File: src/rtl/srlatch_lock_ctrl_if.sv
// Requester/latch bundle for the round-robin lock controller.
// The master side is the requesters plus the latch readback; the slave side is the controller.
interface srlatch_lock_ctrl_if #(
    parameter int NREQ = 4
);
    logic [NREQ-1:0] req;
    logic [NREQ-1:0] rel;
    logic [NREQ-1:0] grant;
    logic            busy;
    logic            err;
    logic            latch_s;
    logic            latch_r;
    logic            latch_q;

    modport master (
        output req, rel, latch_q,
        input  grant, busy, err, latch_s, latch_r
    );

    modport slave (
        input  req, rel, latch_q,
        output grant, busy, err, latch_s, latch_r
    );
endinterface

File: src/rtl/srlatch_lock_ctrl.sv
// Round-robin lock controller that owns the set/reset inputs of an external SR latch
// and only grants or frees the lock once the latch readback confirms the transition.
module srlatch_lock_ctrl #(
    parameter int NREQ     = 4,
    parameter int MAX_WAIT = 8
) (
    input  logic               clk,
    input  logic               reset_n,
    srlatch_lock_ctrl_if.slave bus
);
    localparam int OW = (NREQ > 1) ? $clog2(NREQ) : 1;
    localparam int TW = (MAX_WAIT > 1) ? $clog2(MAX_WAIT) : 1;
    localparam logic [TW-1:0] TIMER_LAST = TW'(MAX_WAIT - 1);
    localparam logic [OW-1:0] LAST_IDX   = OW'(NREQ - 1);

    typedef enum logic [1:0] {
        CLR  = 2'd0,
        IDLE = 2'd1,
        SET  = 2'd2,
        HELD = 2'd3
    } state_t;

    state_t          state_q, state_d;
    logic [OW-1:0]   owner_q, owner_d;
    logic [OW-1:0]   ptr_q, ptr_d;
    logic [TW-1:0]   timer_q, timer_d;
    logic            err_q, err_d;
    logic [NREQ-1:0] grant_q;
    logic            busy_q;
    logic            latch_s_q;
    logic            latch_r_q;

    // First requester at or after the round-robin start, wrapping around.
    function automatic logic [OW-1:0] pick_owner(input logic [NREQ-1:0] r,
                                                 input logic [OW-1:0]   start);
        logic [OW-1:0] sel;
        logic          found;
        int            idx;
        sel   = start;
        found = 1'b0;
        for (int i = 0; i < NREQ; i++) begin
            idx = (int'(start) + i) % NREQ;
            if (!found && r[idx]) begin
                sel   = OW'(idx);
                found = 1'b1;
            end
        end
        return sel;
    endfunction

    function automatic logic [OW-1:0] next_idx(input logic [OW-1:0] cur);
        return (cur == LAST_IDX) ? '0 : cur + OW'(1);
    endfunction

    always_comb begin
        state_d = state_q;
        owner_d = owner_q;
        ptr_d   = ptr_q;
        timer_d = timer_q;
        err_d   = err_q;
        case (state_q)
            CLR: begin
                if (!bus.latch_q) begin
                    state_d = IDLE;
                end else if (timer_q == TIMER_LAST) begin
                    err_d   = 1'b1;
                    state_d = IDLE;
                end else begin
                    timer_d = timer_q + TW'(1);
                end
            end
            IDLE: begin
                if (|bus.req) begin
                    owner_d = pick_owner(bus.req, ptr_q);
                    state_d = SET;
                end
            end
            SET: begin
                if (bus.latch_q) begin
                    state_d = HELD;
                end else if (timer_q == TIMER_LAST) begin
                    // A latch that never sets must not hand out a lock; clear it and retry later.
                    err_d   = 1'b1;
                    state_d = CLR;
                end else begin
                    timer_d = timer_q + TW'(1);
                end
            end
            HELD: begin
                if (bus.rel[owner_q]) begin
                    state_d = CLR;
                    ptr_d   = next_idx(owner_q);
                end
            end
            default: state_d = CLR;
        endcase
        if (state_d != state_q) begin
            timer_d = '0;
        end
    end

    // Outputs are registered from the next state so they line up with state_q.
    always_ff @(posedge clk) begin
        if (!reset_n) begin
            state_q   <= CLR;
            owner_q   <= '0;
            ptr_q     <= '0;
            timer_q   <= '0;
            err_q     <= 1'b0;
            grant_q   <= '0;
            busy_q    <= 1'b1;
            latch_s_q <= 1'b0;
            latch_r_q <= 1'b1;
        end else begin
            state_q   <= state_d;
            owner_q   <= owner_d;
            ptr_q     <= ptr_d;
            timer_q   <= timer_d;
            err_q     <= err_d;
            grant_q   <= (state_d == HELD) ? (NREQ'(1) << owner_d) : '0;
            busy_q    <= (state_d != IDLE);
            latch_s_q <= (state_d == SET);
            latch_r_q <= (state_d == CLR);
        end
    end

    assign bus.grant   = grant_q;
    assign bus.busy    = busy_q;
    assign bus.err     = err_q;
    assign bus.latch_s = latch_s_q;
    assign bus.latch_r = latch_r_q;
endmodule

File: src/flat_wrapper.sv
// flat-port wrapper written by rule: the top's interface ports become plain ports
module srlatch_lock_ctrl_flat 
#(
    parameter int NREQ     = 4,
    parameter int MAX_WAIT = 8
)
  (clk, reset_n, bus_req, bus_rel, bus_latch_q, bus_grant, bus_busy, bus_err, bus_latch_s, bus_latch_r);
  srlatch_lock_ctrl_if #(.NREQ(NREQ)) bus_i ();
  input  logic clk;
  input  logic reset_n;
  input wire logic [$bits(bus_i.req)-1:0] bus_req;
  input wire logic [$bits(bus_i.rel)-1:0] bus_rel;
  input wire logic [$bits(bus_i.latch_q)-1:0] bus_latch_q;
  output wire logic [$bits(bus_i.grant)-1:0] bus_grant;
  output wire logic [$bits(bus_i.busy)-1:0] bus_busy;
  output wire logic [$bits(bus_i.err)-1:0] bus_err;
  output wire logic [$bits(bus_i.latch_s)-1:0] bus_latch_s;
  output wire logic [$bits(bus_i.latch_r)-1:0] bus_latch_r;
  assign bus_i.req = bus_req;
  assign bus_i.rel = bus_rel;
  assign bus_i.latch_q = bus_latch_q;
  assign bus_grant = bus_i.grant;
  assign bus_busy = bus_i.busy;
  assign bus_err = bus_i.err;
  assign bus_latch_s = bus_i.latch_s;
  assign bus_latch_r = bus_i.latch_r;
  srlatch_lock_ctrl #(.NREQ(NREQ), .MAX_WAIT(MAX_WAIT)) u_core (.clk(clk), .reset_n(reset_n), .bus(bus_i));
endmodule
File: config.mk
export PLATFORM = sky130hd
export DESIGN_NAME = srlatch_lock_ctrl_flat
export DESIGN_NICKNAME = d
export VERILOG_FILES = /design/src/rtl/srlatch_lock_ctrl_if.sv /design/src/rtl/srlatch_lock_ctrl.sv /design/src/flat_wrapper.sv
export SDC_FILE = /design/constraint.sdc
export NUM_CORES = 1
export LEC_CHECK = 0
export ABC_AREA = 1
export CAP_MARGIN = 10
export CORE_UTILIZATION = 41
export CTS_CLUSTER_SIZE = 10
export DETAILED_ROUTE_END_ITERATION = 8
export PLACE_DENSITY_LB_ADDON = 0.08
export SYNTH_ARGS = -nofsm -noshare
export SYNTH_HDL_FRONTEND = slang
export SYNTH_SLANG_ARGS = --single-unit
File: constraint.sdc
create_clock -name clk -period 1.5 [get_ports clk]
set_clock_uncertainty 0.15 [all_clocks]
set_input_delay 0.15 -clock clk [delete_from_list [all_inputs] [get_ports clk]]
set_output_delay 0.15 -clock clk [all_outputs]
set_load 0.005 [all_outputs]
# Word level (Yosys, flattened, before mapping)
# Index checks and enable logic that the tools add are counted.
dict set report totals {
  regBits 17
  latch_bits 0
  ram_bits 0
  rom_bits 0
  in_bits 11
  output_inout_bits 8
  word_cells 95
  mem_count 0
}
dict set report op_classes {
  add_sub_neg 5
  mul 0
  div 0
  n_lt_le_gt_ge 5
  n_eq_ne 11
  shifts 1
  n_mux 43
  bitwise 4
  reduce_logical 17
}
# operator count
set ops {}
lappend ops {{$mux 2} 12}
lappend ops {{$mux 1} 20}
lappend ops {{$lt 3x4->1 const B} 3}
lappend ops {{$bmux 1 s2} 5}
lappend ops {{$eq 2x2->1 const B} 5}
lappend ops {{$mux 3} 3}
lappend ops {{$pmux 2 s4} 1}
lappend ops {{$reduce_or 2->1} 4}
lappend ops {{$lt 2x3->1 const B} 2}
lappend ops {{$pmux 3 s2} 1}
lappend ops {{$add 2x1->2 const B} 2}
lappend ops {{$add 2x2->2 const B} 2}
lappend ops {{$logic_not 2->1} 2}
lappend ops {{$ne 2x2->1 const B} 2}
lappend ops {{$reduce_and 2->1} 2}
lappend ops {{$reduce_or 4->1} 1}
lappend ops {{$shl 1x2->4 const A} 1}
lappend ops {{$add 3x1->3 const B} 1}
lappend ops {{$and 1x1->1 const A} 3}
lappend ops {{$eq 3x3->1 const B} 1}
lappend ops {{$logic_and 1x1->1} 3}
lappend ops {{$logic_not 1->1} 3}
lappend ops {{$reduce_and 3->1} 1}
lappend ops {{$eq 2x1->1 const B} 1}
lappend ops {{other kinds (5)} 5}

# Longest topological paths before layout
dict set report depth {
  depth_word 21
  ltp_mapped 15
  ltp_nobuf 14
}

# Worst setup path before layout
# Ideal clock, no wire load.
dict set report synth_path {
  path_type {register to register}
  from {reg u_core.timer_q[0]}
  to {reg u_core.timer_q[1]}
  setup_time_ns 0.070
  arrival_ns 1.402
  required_time_ns 1.280
  slack_ns -0.123
  path_stages_with_launch 9
  path_buffers 0
  period_less_slack_ns 1.623
  cell_sequence {dfxtp_1 -> ha_1 -> ha_1 -> nor2_1 -> nand3_1 -> a21boi_1 -> nand2_1 -> o2111ai_1 -> a21oi_1}
}
dict set report synth_via {
  elab_chain_len 6
  elab_cells_between_ends 13
  cone_classes {add/sub: 1; eq/ne: 2; mux: 9; reduce/logical: 1}
}
# element line
set synth_rtl {}
lappend synth_rtl {{start: declaration} srlatch_lock_ctrl.sv:26} ;# logic [TW-1:0] timer_q, timer_d;
lappend synth_rtl {{start signal: assignment} srlatch_lock_ctrl.sv:118} ;# timer_q <= timer_d;
lappend synth_rtl {{$eq 3x3->1} {srlatch_lock_ctrl.sv:65, srlatch_lock_ctrl.sv:81}}
lappend synth_rtl {{$mux 2, on equally long branches} {srlatch_lock_ctrl.sv:81, srlatch_lock_ctrl.sv:65}}
lappend synth_rtl {{$mux 2, on equally long branches} {srlatch_lock_ctrl.sv:79, srlatch_lock_ctrl.sv:63}}
lappend synth_rtl {{$pmux 2 s4} srlatch_lock_ctrl.sv:61} ;# case (state_q)
lappend synth_rtl {{$ne 2x2->1} srlatch_lock_ctrl.sv:97} ;# if (state_d != state_q) begin
lappend synth_rtl {{$reduce_or 2->1 (no source line)} --}
# Several ways; a longest one is shown, not always the timed one. The select of a mux whose other input is x is not followed.
# A chain may end at the register's enable or synchronous reset.

# Final worst setup path
dict set report layout_path {
  from {reg u_core.timer_q[1]}
  to {reg u_core.timer_q[2]}
}
# The elaborated chain is that of the path after synthesis.

==> run summary <==
Derived from the worst setup path, the maximum achievable clock frequency is 608 MHz. Entering global routing, the biggest net connects 10 pins. Ratio of final minimum period to clock period: 1.10. Kind of cell with the highest combined delay on the critical path: compound AO/OA/AOI/OAI gates. The via count of the first global-routing pass is 1016.

The worst slew margin relative to its limit was 0.837. The die covers 2670 um2. Setup repair after global routing could not meet its margin everywhere. The tool flagged a number of max-cap violations equal to 0.

Die extent in x: 51.7 um. The critical path startpoint category was a register. The critical path runs through a total of 9 cells.

The number of port buffers is 18, and the initial antenna violation count is 0. At the worst endpoint, the required time is 1590 ps. Top fanout value on the critical path: 3. Measured along the y axis, the die boundary spans 51.7 um. The number of distinct library cells after synthesis is 20, and the number of nets with antenna violations after detailed routing is 0.

The number of buffers created by CTS is 3. nand2_1 is the most common cell in the netlist. The most critical setup path has its endpoint at u_core.timer_q[2]. Synthesis produced a netlist with a net count of 163. Critical path endpoint category: a register.

For the pin with the worst max-slew slack, the measured transition is 244 ps. The global-route wire length before repair is 4070 um, and the worst hold-check slack is 311 ps. Synthesis inferred 17 register bits.

The tightest min-delay check is of the reg -> reg type. The placed cell count came out at 219. For this run the aggregate overflow at the end of global routing stands at 0.

Yosys printed 0 warnings. The DRC violation count after routing was 0. Once layout is complete, the cells apart from fillers number 228. Traced cell by cell, the critical path runs through ha_4 -> ha_4 -> nor2_4 -> nand3_2 -> a21boi_4 -> buf_6 -> nand2_4 -> o2111ai_4 -> a21oi_1.

The average wire length per cell after detail routing works out to 10.9 um. The area growth from synthesis to final layout is 67.6%, and the first-pass iteration count of the detailed router is 4. The run gives 12 as the final setup violation count. Yosys attributes the largest share of cell area to dfxtp_1 (34%), nand2_1 (18%), nand3_1 (6.4%).

The number of pins with negative max-slew slack in the final report was 0; the number of cells traversed by the worst hold path was 2. The count of buffering cells on the critical path with inverters included was 1; the minimum setup slack among reg-to-reg paths was -140 ps. The flow ran to the end, but the final reports show violations. Synthesis produced 149 cells. The final core utilization was 0.745. The power density over cell area is 926 nW/um2. The endpoint identified for the worst register-to-register timing path is u_core.timer_q[2]. After clock tree synthesis, the clock-pin slew on the worst setup and hold paths is 90 ps. By instance count, the cell type seen most on the critical path is ha_4. The share of flip-flops with an asynchronous set or reset after synthesis is 0.

Tracing the worst setup path back leads to its startpoint at u_core.timer_q[1]. By startpoint and endpoint, the worst setup path is classified as reg -> reg. The region available for standard cell placement spans 2280 um2. TritonCTS built the clock tree.

The tree is rooted in a clkbuf_4. The tools report the final number of hold-violating endpoints as 0. In the synthesized netlist the dominant register cell turns out to be dfxtp_1. In this run, the number of DRC markers left after iteration 0 of detailed routing was 8. The filler cells instantiated in the layout total 175. Of all cell types, the one taking the most synthesized area is dfxtp_1. Clock insertion delay at the later pin of the skew report: 300 ps. Wires add up to 2490 um. The area share of the largest cell type after synthesis came out at 0.336. The logs give 0.336 for the register area share after synthesis and 1 for the number of H-tree levels.

The number of cells on the worst reg-to-reg path is 9. The number of diodes was 0. The clock drives 17 sinks. After detailed routing, the number of vias per cell comes to 4.76. For the floorplan row count, the log shows 17. The wire-length estimate of the detail-placed layout is 1870 um.

The starting density of the core was 0.445. The largest single stage delay on the critical path is 350 ps. The number of synthesized flops with an enable pin works out to 0. The congestion estimate from routability-driven global placement came to 0.798.

The tools report the total track usage as 0.203. At the end of the flow, the number of nets in the layout was 215. At the worst endpoint, the arrival time is 1740 ps. The worst-case IR drop observed on VDD is 0.874 mV.

The run gives 0.000794 uW as the leakage power. In the final timing run, aggregate negative setup slack is -1210 ps. The checks that failed: setup timing. The share of cells above drive strength 1 works out to 0.460. Summing every instance area after synthesis gives 1010 um2. The tools report the buffer depth of the longest clock path as 2. Total via count in the routed design: 1086.

The final worst setup slack was -144 ps. The slowest stage of the critical path is the dfxtp_2 cell. The worst register-to-register path begins at u_core.timer_q[1]. Ranked by instance count, the synthesized netlist is headed by nand2_1 (49), dfxtp_1 (17), nor2_1 (16). After layout, the minimum clock period comes to 1640 ps.

Each instance of the synthesized netlist takes up on average 6.79 um2. For the top-level port count, the log shows 19.
-- cells by family (layout without fill, tap and decap cells) --
family / Yosys count / count (layout) / synth area share
AO/OA/AOI/OAI: 13 / 13 / 0.0705
XOR/XNOR: 1 / 1 / 0.00865
adder cells (fa/ha/maj): 3 / 3 / 0.0371
buffers and inverters: 19 / 70 / 0.0828
flip-flops: 17 / 17 / 0.336
AND/OR/NAND/NOR: 96 / 96 / 0.465
-- layer usage --
| layer | up-vias | GRT usage | part of all wire |
|---|---|---|---|
| met2 | 11 | 0.361 | 0.51 |
| met3 | 4 | 0.0526 | 0.020 |
| met4 | 0 | 0.0405 | 0.024 |
| met5 | - | 0 | 0 |
| met1 | 491 | 0.243 | 0.44 |
| li1 | 580 | - | - |
-- layout make-up --
class                   count  area, um2  area share
well taps                  28       35.0      0.0206
flip-flops and latches     17        353       0.208
inverters                  18       80.1      0.0472
repair buffers             48        413       0.243
clock buffers               4       26.3      0.0155
multi-input cells         113        790       0.465
-- flip-flops by register name, indices dropped and copies added (netlist names) --
signal / cells
u_core.bus.grant: 4
u_core.timer_q: 3
u_core.owner_q: 2
u_core.ptr_q: 2
u_core.state_q: 2
u_core.bus.busy: 1
u_core.bus.err: 1
u_core.bus.latch_r: 1
u_core.bus.latch_s: 1
-- through the flow --
step	total power, uW	cell area, um2	setup slack [ps]
after floorplan	864	1080	-12.4
after global placement	1120	1480	-304
after detailed placement	1130	1480	-350
after CTS	1470	1600	-174
after global routing	1670	1700	-236
final	1570	1700	-144
-- layout by cell type, fill, tap and decap left out, drive strengths merged --
| master | netlist | layout |
|---|---|---|
| nand2 | 59 | 59 |
| nor2 | 17 | 17 |
| a21oi | 7 | 7 |
| xor2 | 1 | 1 |
| o2111ai | 1 | 1 |
| dfxtp | 17 | 17 |
| nand3 | 16 | 16 |
| a21boi | 1 | 1 |
| nand4 | 3 | 3 |
| nor3 | 1 | 1 |
| o21ai | 4 | 4 |
| ha | 3 | 3 |
| clkbuf | 0 | 4 |
| inv | 18 | 18 |
| clkdlybuf4s50 | 0 | 18 |
| buf | 1 | 30 |
-- how the worst min path moves through the flow --
stage / start / to / slack (ps)
6_report: u_core.bus.err / u_core.bus.err / 310
5_1_grt: u_core.bus.err / u_core.bus.err / 350
4_1_cts: u_core.bus.err / u_core.bus.err / 320
3_5_place_dp: u_core.bus.err / u_core.bus.err / 300
3_3_place_gp: u_core.bus.err / u_core.bus.err / 290
2_1_floorplan: reset_n / u_core.ptr_q[1] / 130
-- worst register-to-register path, stage by stage (launching register included) --
cell and delay (ps):
dfxtp_2 350, ha_4 160, ha_4 170, nor2_4 90
nand3_2 90, a21boi_4 160, buf_6 120, nand2_4 50
o2111ai_4 110, a21oi_1 140
-- report_power, final --
part           internal, uW  total [uW]  switching, uW  leakage, uW
combinational           387         763            376     0.000637
clock                   104         254            150    0.0000150
sequential              506         554           48.6     0.000142
total                   997        1570            574     0.000794
-- repair_timing --
action / 4_1_cts / 5_1_grt
hold buffers: 0 / 0
resized for setup: 22 / 21
endpoints found under the setup margin: 13 / 14
buffers inserted: 4 / 2
pin swaps: 7 / 10
Note: power is estimated with default switching activity, not from simulation.
